## src/rtl/mc_ctrl_pkg.sv

```systemverilog
// Shared encodings for the multicycle MIPS control unit: FSM states, ALU operations,
// opcode/funct values and datapath mux select codes.
package mc_ctrl_pkg;

    typedef enum logic [2:0] {
        S_IF    = 3'd0,
        S_ID    = 3'd1,
        S_EXE   = 3'd2,
        S_MEM   = 3'd3,
        S_WB    = 3'd4,
        S_FAULT = 3'd5
    } state_e;

    localparam logic [3:0] ALU_NOP  = 4'd0;
    localparam logic [3:0] ALU_ADD  = 4'd1;
    localparam logic [3:0] ALU_SUB  = 4'd2;
    localparam logic [3:0] ALU_AND  = 4'd3;
    localparam logic [3:0] ALU_OR   = 4'd4;
    localparam logic [3:0] ALU_SLT  = 4'd5;
    localparam logic [3:0] ALU_SLTU = 4'd6;
    localparam logic [3:0] ALU_SLL  = 4'd7;
    localparam logic [3:0] ALU_SRL  = 4'd8;
    localparam logic [3:0] ALU_SRA  = 4'd9;
    localparam logic [3:0] ALU_LUI  = 4'd10;

    localparam logic [5:0] OP_RTYPE = 6'h00;
    localparam logic [5:0] OP_J     = 6'h02;
    localparam logic [5:0] OP_JAL   = 6'h03;
    localparam logic [5:0] OP_BEQ   = 6'h04;
    localparam logic [5:0] OP_BNE   = 6'h05;
    localparam logic [5:0] OP_ADDI  = 6'h08;
    localparam logic [5:0] OP_ADDIU = 6'h09;
    localparam logic [5:0] OP_SLTI  = 6'h0A;
    localparam logic [5:0] OP_ANDI  = 6'h0C;
    localparam logic [5:0] OP_ORI   = 6'h0D;
    localparam logic [5:0] OP_LUI   = 6'h0F;
    localparam logic [5:0] OP_LW    = 6'h23;
    localparam logic [5:0] OP_SW    = 6'h2B;

    localparam logic [5:0] F_SLL  = 6'h00;
    localparam logic [5:0] F_SRL  = 6'h02;
    localparam logic [5:0] F_SRA  = 6'h03;
    localparam logic [5:0] F_JR   = 6'h08;
    localparam logic [5:0] F_JALR = 6'h09;
    localparam logic [5:0] F_ADD  = 6'h20;
    localparam logic [5:0] F_ADDU = 6'h21;
    localparam logic [5:0] F_SUB  = 6'h22;
    localparam logic [5:0] F_SUBU = 6'h23;
    localparam logic [5:0] F_AND  = 6'h24;
    localparam logic [5:0] F_OR   = 6'h25;
    localparam logic [5:0] F_SLT  = 6'h2A;
    localparam logic [5:0] F_SLTU = 6'h2B;

    localparam logic [1:0] SRCA_PC    = 2'd0;
    localparam logic [1:0] SRCA_RS    = 2'd1;
    localparam logic [1:0] SRCA_SHAMT = 2'd2;

    localparam logic [1:0] SRCB_RT   = 2'd0;
    localparam logic [1:0] SRCB_FOUR = 2'd1;
    localparam logic [1:0] SRCB_IMM  = 2'd2;
    localparam logic [1:0] SRCB_BOFS = 2'd3;

    localparam logic [1:0] PCS_ALU    = 2'd0;
    localparam logic [1:0] PCS_ALUOUT = 2'd1;
    localparam logic [1:0] PCS_JUMP   = 2'd2;
    localparam logic [1:0] PCS_RS     = 2'd3;

    localparam logic [1:0] GPR_RD  = 2'd0;
    localparam logic [1:0] GPR_RT  = 2'd1;
    localparam logic [1:0] GPR_R31 = 2'd2;

    localparam logic [1:0] WD_ALU = 2'd0;
    localparam logic [1:0] WD_MEM = 2'd1;
    localparam logic [1:0] WD_PC  = 2'd2;

endpackage

```

## src/rtl/mc_decode.sv

```systemverilog
// Combinational opcode/funct decode into instruction-class flags plus the ALU
// operation the instruction needs in EXE.
module mc_decode
    import mc_ctrl_pkg::*;
(
    input  logic [5:0] op,
    input  logic [5:0] funct,
    output logic       rtype_alu,
    output logic       shift,
    output logic       itype_alu,
    output logic       zext,
    output logic       load,
    output logic       store,
    output logic       beq,
    output logic       bne,
    output logic       j,
    output logic       jal,
    output logic       jr,
    output logic       jalr,
    output logic       illegal,
    output logic [3:0] alu_op
);

    always_comb begin
        rtype_alu = 1'b0;
        shift     = 1'b0;
        itype_alu = 1'b0;
        zext      = 1'b0;
        load      = 1'b0;
        store     = 1'b0;
        beq       = 1'b0;
        bne       = 1'b0;
        j         = 1'b0;
        jal       = 1'b0;
        jr        = 1'b0;
        jalr      = 1'b0;
        illegal   = 1'b0;
        alu_op    = ALU_ADD;
        case (op)
            OP_RTYPE: begin
                case (funct)
                    F_ADD, F_ADDU: rtype_alu = 1'b1;
                    F_SUB, F_SUBU: begin rtype_alu = 1'b1; alu_op = ALU_SUB;  end
                    F_AND:         begin rtype_alu = 1'b1; alu_op = ALU_AND;  end
                    F_OR:          begin rtype_alu = 1'b1; alu_op = ALU_OR;   end
                    F_SLT:         begin rtype_alu = 1'b1; alu_op = ALU_SLT;  end
                    F_SLTU:        begin rtype_alu = 1'b1; alu_op = ALU_SLTU; end
                    F_SLL:         begin shift = 1'b1;     alu_op = ALU_SLL;  end
                    F_SRL:         begin shift = 1'b1;     alu_op = ALU_SRL;  end
                    F_SRA:         begin shift = 1'b1;     alu_op = ALU_SRA;  end
                    F_JR:          jr   = 1'b1;
                    F_JALR:        jalr = 1'b1;
                    default:       illegal = 1'b1;
                endcase
            end
            OP_ADDI, OP_ADDIU: itype_alu = 1'b1;
            OP_SLTI: begin itype_alu = 1'b1; alu_op = ALU_SLT; end
            OP_ANDI: begin itype_alu = 1'b1; zext = 1'b1; alu_op = ALU_AND; end
            OP_ORI:  begin itype_alu = 1'b1; zext = 1'b1; alu_op = ALU_OR;  end
            OP_LUI:  begin itype_alu = 1'b1; zext = 1'b1; alu_op = ALU_LUI; end
            OP_LW:   load  = 1'b1;
            OP_SW:   store = 1'b1;
            OP_BEQ:  begin beq = 1'b1; alu_op = ALU_SUB; end
            OP_BNE:  begin bne = 1'b1; alu_op = ALU_SUB; end
            OP_J:    j   = 1'b1;
            OP_JAL:  jal = 1'b1;
            default: illegal = 1'b1;
        endcase
    end

endmodule

```

## src/rtl/mc_ctrl_hs.sv

```systemverilog
// Multicycle MIPS control FSM with req/ack memory handshaking on fetch and data
// phases, a stall watchdog and sticky fault flags.
module mc_ctrl_hs
    import mc_ctrl_pkg::*;
#(
    parameter int TIMEOUT = 15,
    parameter int CNT_W   = $clog2(TIMEOUT + 1)
) (
    input  logic       clk,
    input  logic       rst,
    input  logic       zero,
    input  logic [5:0] op,
    input  logic [5:0] funct,
    input  logic       mem_ack,
    output logic       mem_req,
    output logic       i_or_d,
    output logic       mem_write,
    output logic       reg_write,
    output logic       pc_write,
    output logic       ir_write,
    output logic       ext_op,
    output logic [1:0] alu_src_a,
    output logic [1:0] alu_src_b,
    output logic [3:0] alu_op,
    output logic [1:0] pc_source,
    output logic [1:0] gpr_sel,
    output logic [1:0] wd_sel,
    output logic       fault_illegal,
    output logic       fault_timeout,
    output logic [2:0] state
);

    // A zero TIMEOUT still needs a one-bit counter to keep the declarations legal.
    localparam int CNT_WE = (CNT_W < 1) ? 1 : CNT_W;
    localparam logic [CNT_WE-1:0] CNT_LIMIT = CNT_WE'((TIMEOUT > 0) ? TIMEOUT - 1 : 0);

    state_e            state_q, state_d;
    logic [CNT_WE-1:0] wait_cnt_q, wait_cnt_d;
    logic              fault_illegal_q, fault_illegal_d;
    logic              fault_timeout_q, fault_timeout_d;

    logic       dec_rtype_alu, dec_shift, dec_itype_alu, dec_zext;
    logic       dec_load, dec_store, dec_beq, dec_bne;
    logic       dec_j, dec_jal, dec_jr, dec_jalr, dec_illegal;
    logic [3:0] dec_alu_op;
    logic       req_wait, wd_expire;

    mc_decode u_decode (
        .op        (op),
        .funct     (funct),
        .rtype_alu (dec_rtype_alu),
        .shift     (dec_shift),
        .itype_alu (dec_itype_alu),
        .zext      (dec_zext),
        .load      (dec_load),
        .store     (dec_store),
        .beq       (dec_beq),
        .bne       (dec_bne),
        .j         (dec_j),
        .jal       (dec_jal),
        .jr        (dec_jr),
        .jalr      (dec_jalr),
        .illegal   (dec_illegal),
        .alu_op    (dec_alu_op)
    );

    always_ff @(posedge clk or posedge rst) begin
        if (rst) begin
            state_q         <= S_IF;
            wait_cnt_q      <= '0;
            fault_illegal_q <= 1'b0;
            fault_timeout_q <= 1'b0;
        end else begin
            state_q         <= state_d;
            wait_cnt_q      <= wait_cnt_d;
            fault_illegal_q <= fault_illegal_d;
            fault_timeout_q <= fault_timeout_d;
        end
    end

    assign req_wait  = ((state_q == S_IF) || (state_q == S_MEM)) && !mem_ack;
    assign wd_expire = (TIMEOUT != 0) && req_wait && (wait_cnt_q == CNT_LIMIT);

    always_comb begin
        state_d         = state_q;
        fault_illegal_d = fault_illegal_q;
        fault_timeout_d = fault_timeout_q;
        mem_req         = 1'b0;
        i_or_d          = 1'b0;
        mem_write       = 1'b0;
        reg_write       = 1'b0;
        pc_write        = 1'b0;
        ir_write        = 1'b0;
        ext_op          = 1'b1;
        alu_src_a       = SRCA_RS;
        alu_src_b       = SRCB_RT;
        alu_op          = ALU_ADD;
        pc_source       = PCS_ALU;
        gpr_sel         = GPR_RD;
        wd_sel          = WD_ALU;

        case (state_q)
            S_IF: begin
                mem_req   = 1'b1;
                alu_src_a = SRCA_PC;
                alu_src_b = SRCB_FOUR;
                if (mem_ack) begin
                    ir_write = 1'b1;
                    pc_write = 1'b1;
                    state_d  = S_ID;
                end
            end
            S_ID: begin
                if (dec_j || dec_jal) begin
                    pc_source = PCS_JUMP;
                    pc_write  = 1'b1;
                    state_d   = S_IF;
                    if (dec_jal) begin
                        reg_write = 1'b1;
                        gpr_sel   = GPR_R31;
                        wd_sel    = WD_PC;
                    end
                end else if (dec_jr || dec_jalr) begin
                    pc_source = PCS_RS;
                    pc_write  = 1'b1;
                    state_d   = S_IF;
                    if (dec_jalr) begin
                        reg_write = 1'b1;
                        wd_sel    = WD_PC;
                    end
                end else if (dec_illegal) begin
                    state_d         = S_FAULT;
                    fault_illegal_d = 1'b1;
                end else begin
                    // Precompute the branch target while the register file is read.
                    alu_src_a = SRCA_PC;
                    alu_src_b = SRCB_BOFS;
                    state_d   = S_EXE;
                end
            end
            S_EXE: begin
                alu_op = dec_alu_op;
                if (dec_beq || dec_bne) begin
                    pc_source = PCS_ALUOUT;
                    pc_write  = dec_beq ? zero : ~zero;
                    state_d   = S_IF;
                end else if (dec_load || dec_store) begin
                    alu_src_b = SRCB_IMM;
                    alu_op    = ALU_ADD;
                    state_d   = S_MEM;
                end else begin
                    if (dec_shift) alu_src_a = SRCA_SHAMT;
                    if (dec_itype_alu) begin
                        alu_src_b = SRCB_IMM;
                        ext_op    = ~dec_zext;
                    end
                    state_d = S_WB;
                end
            end
            S_MEM: begin
                mem_req   = 1'b1;
                i_or_d    = 1'b1;
                mem_write = dec_store;
                if (mem_ack) state_d = dec_load ? S_WB : S_IF;
            end
            S_WB: begin
                reg_write = 1'b1;
                if (dec_load) wd_sel = WD_MEM;
                if (!(dec_rtype_alu || dec_shift)) gpr_sel = GPR_RT;
                state_d = S_IF;
            end
            S_FAULT: state_d = S_FAULT;
            default: state_d = S_IF;
        endcase

        // An ack in the limit cycle wins because wd_expire requires mem_ack low.
        if (wd_expire) begin
            state_d         = S_FAULT;
            fault_timeout_d = 1'b1;
        end

        if (rst) begin
            mem_req   = 1'b0;
            mem_write = 1'b0;
            reg_write = 1'b0;
            pc_write  = 1'b0;
            ir_write  = 1'b0;
        end
    end

    always_comb begin
        wait_cnt_d = wait_cnt_q;
        if ((state_d != state_q) && ((state_d == S_IF) || (state_d == S_MEM)))
            wait_cnt_d = '0;
        else if (req_wait)
            wait_cnt_d = wait_cnt_q + CNT_WE'(1);
    end

    assign fault_illegal = fault_illegal_q;
    assign fault_timeout = fault_timeout_q;
    assign state         = state_q;

endmodule

```

## config.mk

```make
export PLATFORM = sky130hd
export DESIGN_NAME = mc_ctrl_hs
export DESIGN_NICKNAME = d
export VERILOG_FILES = /design/src/rtl/mc_ctrl_pkg.sv /design/src/rtl/mc_decode.sv /design/src/rtl/mc_ctrl_hs.sv
export SDC_FILE = /design/constraint.sdc
export NUM_CORES = 1
export LEC_CHECK = 0
export CAP_MARGIN = 20
export CORE_ASPECT_RATIO = 2
export CORE_MARGIN = 2
export CORE_UTILIZATION = 25
export CTS_BUF_LIST = sky130_fd_sc_hd__clkbuf_16
export DETAILED_ROUTE_END_ITERATION = 8
export PLACE_DENSITY = 0.52
export SLEW_MARGIN = 25
export SYNTH_ARGS = -nofsm -noshare
export SYNTH_HDL_FRONTEND = slang
export SYNTH_SLANG_ARGS = --single-unit
```

## constraint.sdc

```tcl
create_clock -name clk -period 2.1 [get_ports clk]
set_clock_uncertainty 0.15 [all_clocks]
set_input_delay 0.42 -clock clk [delete_from_list [all_inputs] [get_ports clk]]
set_output_delay 0.42 -clock clk [all_outputs]
set_load 0.02 [all_outputs]
```

==> impl_results.md <==
- GR Overflow Total: 0
- Status: finished, violations left
- Setup slack at placement: -1.20 ns
- Nets: 343
- Post-synthesis register bit count: 9
- Root Buffer: clkbuf_16
- Crit path time final: ~2.5 ns
- Crit Path Category: in -> out
- CP delay by family, top: buffers and inverters
- GRT Total Usage: a little under a fifth
- Clock slew seen by the registers of the worst setup and hold paths: 0.04 ns
- Worst path required time: 1.53 ns
- Largest stage delay, worst path: 0.27 ns
- Max Cap Viol: 0
- LEAKAGE: roughly 1.4 nW
- Final Slew Violations: 0
- Share of the synthesized area in the top cell type: 17.2%
- Critical path peak fanout: 3
- Cells after synthesis: around 190
- Router iterations before antenna repair: 4
- H-tree Lvls: 1
- Die height: 106 µm
- Inserted Clock Buffers: 3
- Final worst path period share: 121%
- First-pass GRT wire length: approximately 9100 µm
- CTS tree: yes
- Setup violators final: 21
- Fmax achieved: 0.394 GHz
- Tightest Hold Check Type: reg -> reg
- Initial Util: 25.8%
- Startpoint Class: input pin
- Post-DR vias/cell: 5.18
- Avg WL per Cell: 15.7 µm
- Critical Path Slowest Stage Cell: nor4_4
- Area grow syn2layout: 132%
- Number of buffers added on ports: between 40 and 50
- R2R Path End: wait_cnt_q[0]
- Clk_lat worst skew: 0.23 ns
- Worst slew margin: 72.9%
- Power per Cell Area: 710 nW/µm²
- Largest net degree at the start of global routing: 15
- Setup TNS: -5.10 ns
- Die width: 55.2 µm
- # clock sinks: 9
- Synth Warn #: 0
- RSZ-0062 raised after global routing: yes
- Yosys cell types: 54
- Hold Startpoint: fault_illegal
- Initial antenna violation count: 0
- DRC Markers: 0
- Vias in the first global route: about 2000
- Flop-to-flop setup slack: -0.12 ns
- Arrival time at the worst endpoint: 1.97 ns
- CP Depth: 9
- Post-Syn Area per Cell: 7.02 µm²
- Setup crit end: alu_src_b[1]
- Layout cells sized above 1: 61.7%
- Die ar.: 5880 µm²
- Violated checks: negative setup slack
- FP Rows: 37
- Synthesized area: 1310 µm²
- Reg2reg start: state[2]
- Worst Max-Slew Pin Slew: 0.405 ns
- Async S/R FF share, synth: 100%
- Top cells by area, synth: dfrtp_1 (17%), nor2_1 (6.3%), nand2_1 (5.4%), nand2b_1 (4.3%), o21ai_0 (3.8%)
- Critical path buffers and inverters: 5
- Core area: around 5000 µm²
- Final antenna-violating net count: 0
- Ports: 42
- CP cell instances: buf_8, nor4_4, buf_4, buf_6, nand4_1, buf_4, o211ai_1, o41ai_2, buf_2
- DRT Wirelength: 5990 µm
- Register area share after synthesis: 17.2%
- CTS Buffer Depth: 2
- Antenna cells: 0
- Top FF cell, synth: dfrtp_1
- GP Congestion: 0.824
- Synth area leader: dfrtp_1
- Hold Slack: 0.305 ns
- Final Hold Vio Count: 0
- Worst path most repeated cell: buf_4
- Final setup margin: -0.441 ns
- Vias: approximately 2000
- Initial DRC Count: 66
- Post-synth EDFFs: 0
- Setup crit start: op[5]
- DPL Wire Length: 4230 µm
- Final Instance Area: 3040 µm²
- Area post-placement: 2420 µm²
- Worst VDD drop: between 0.7 and 0.8 mV
- Post-synth net total: around 210
- Setup crit end kind: output pin
- R2R depth: 10
## cell usage after synthesis (5+ instances only)
master	number
a21oi_1	6
dfrtp_1	9
inv_1	8
nand2b_1	9
clkbuf_1	8
o21ai_0	10
nor2_1	22
nor3_1	9
nand2_1	19
nand3_1	5
nor2b_1	5
## worst min-delay path by stage
stage,end,slack [ns],cells after the start
6_report,fault_illegal,0.31,1
5_1_grt,fault_illegal,0.36,1
4_1_cts,fault_illegal,0.31,1
3_5_place_dp,fault_illegal,0.30,1
3_3_place_gp,fault_illegal,0.30,1
2_1_floorplan,fault_illegal,0.10,1
## report_power, final
| part | switching (mW) | leakage [nW] | internal, mW |
|---|---|---|---|
| clock | 0.0810 | 0.0423 | 0.249 |
| combinational | 0.740 | 1.21 | 0.831 |
| sequential | 0.0402 | 0.113 | 0.219 |
| total | 0.861 | 1.37 | 1.30 |
## per-stage QoR
step                cells  power [mW]  utilization (%)
floorplan             187       0.908                -
global placement      347        1.58             47.4
detailed placement    347        1.58             47.4
CTS                   370        2.02             54.6
global route          382        2.28             59.7
finish                382        2.16             59.7
## placed cells by master, fill, tap and decap left out, types with 3 or more instances in the layout
cell             Yosys  layout
a21oi_2              0       5
xnor2_1              3       3
xor2_1               3       3
a32oi_2              0       3
nor3_2               0       3
nor4_4               0       3
clkbuf_16            0       3
nor2_4               0       8
nand2_1             19      18
inv_1                8       9
nand3_1              5       4
clkdlybuf4s50_1      0       7
dfrtp_1              9       7
or3b_4               1       3
o21ai_0             10       6
buf_2                3       7
buf_4                0      88
or3_1                3       3
nand4_1              4       4
nand3b_1             4       4
and2_1               4       3
nor3_1               9       5
nor2_1              22      13
nand2b_1             9       5
nand2b_4             0       4
buf_8                0       4
buf_6                2      33
## flip-flops by register name, indices dropped and copies added (netlist names)
name and flops:
wait_cnt_q 4, state 3, fault_illegal 1, fault_timeout 1
## cells by family after synthesis
| family | share of synthesized area (%) |
|---|---|
| simple gates | 42.8 |
| compound gates | 25.9 |
| buf+inv | 7.44 |
| flops | 17.2 |
| xor+xnor | 4.00 |
| fa+ha+maj | 1.91 |
| mux | 0.763 |
## cell type report
cell class / count / area, µm²
Inverter: 8 / 30.0
Clock inverter: 1 / 3.75
Fill cell: 463 / 2050
Tap cell: 58 / 72.6
Multi-Input combinational cell: 157 / 1370
Timing Repair Buffer: 146 / 1270
Sequential cell: 9 / 228
Clock buffer: 3 / 75.1
## per-layer routing
metal	vias to the layer above	GRT usage, %	wire, µm	share of wire (%)
li1	967	-	-	-
met2	46	40.0	3610	60
met3	19	1.70	130	2.2
met4	0	6.97	188	3.1
met1	946	18.3	2070	35
met5	-	0	0	0
## repair_timing
item	4_1_cts	5_1_grt
endpoints found under the setup margin	29	26
hold buffers	0	0
cloned	1	0
resized for setup	198	49
buffers inserted	18	14
pin swaps	24	19
## worst reg2reg max path, stage by stage, from the launching register on
cell and delay (ns):
dfrtp_2 0.43, buf_6 0.13, nor3b_2 0.14, buf_4 0.14
o41a_1 0.19, o211ai_1 0.20, buf_4 0.19, buf_4 0.13
a311oi_2 0.20, buf_4 0.17, nor2_1 0.04
Power figures use the tool's default switching activity.
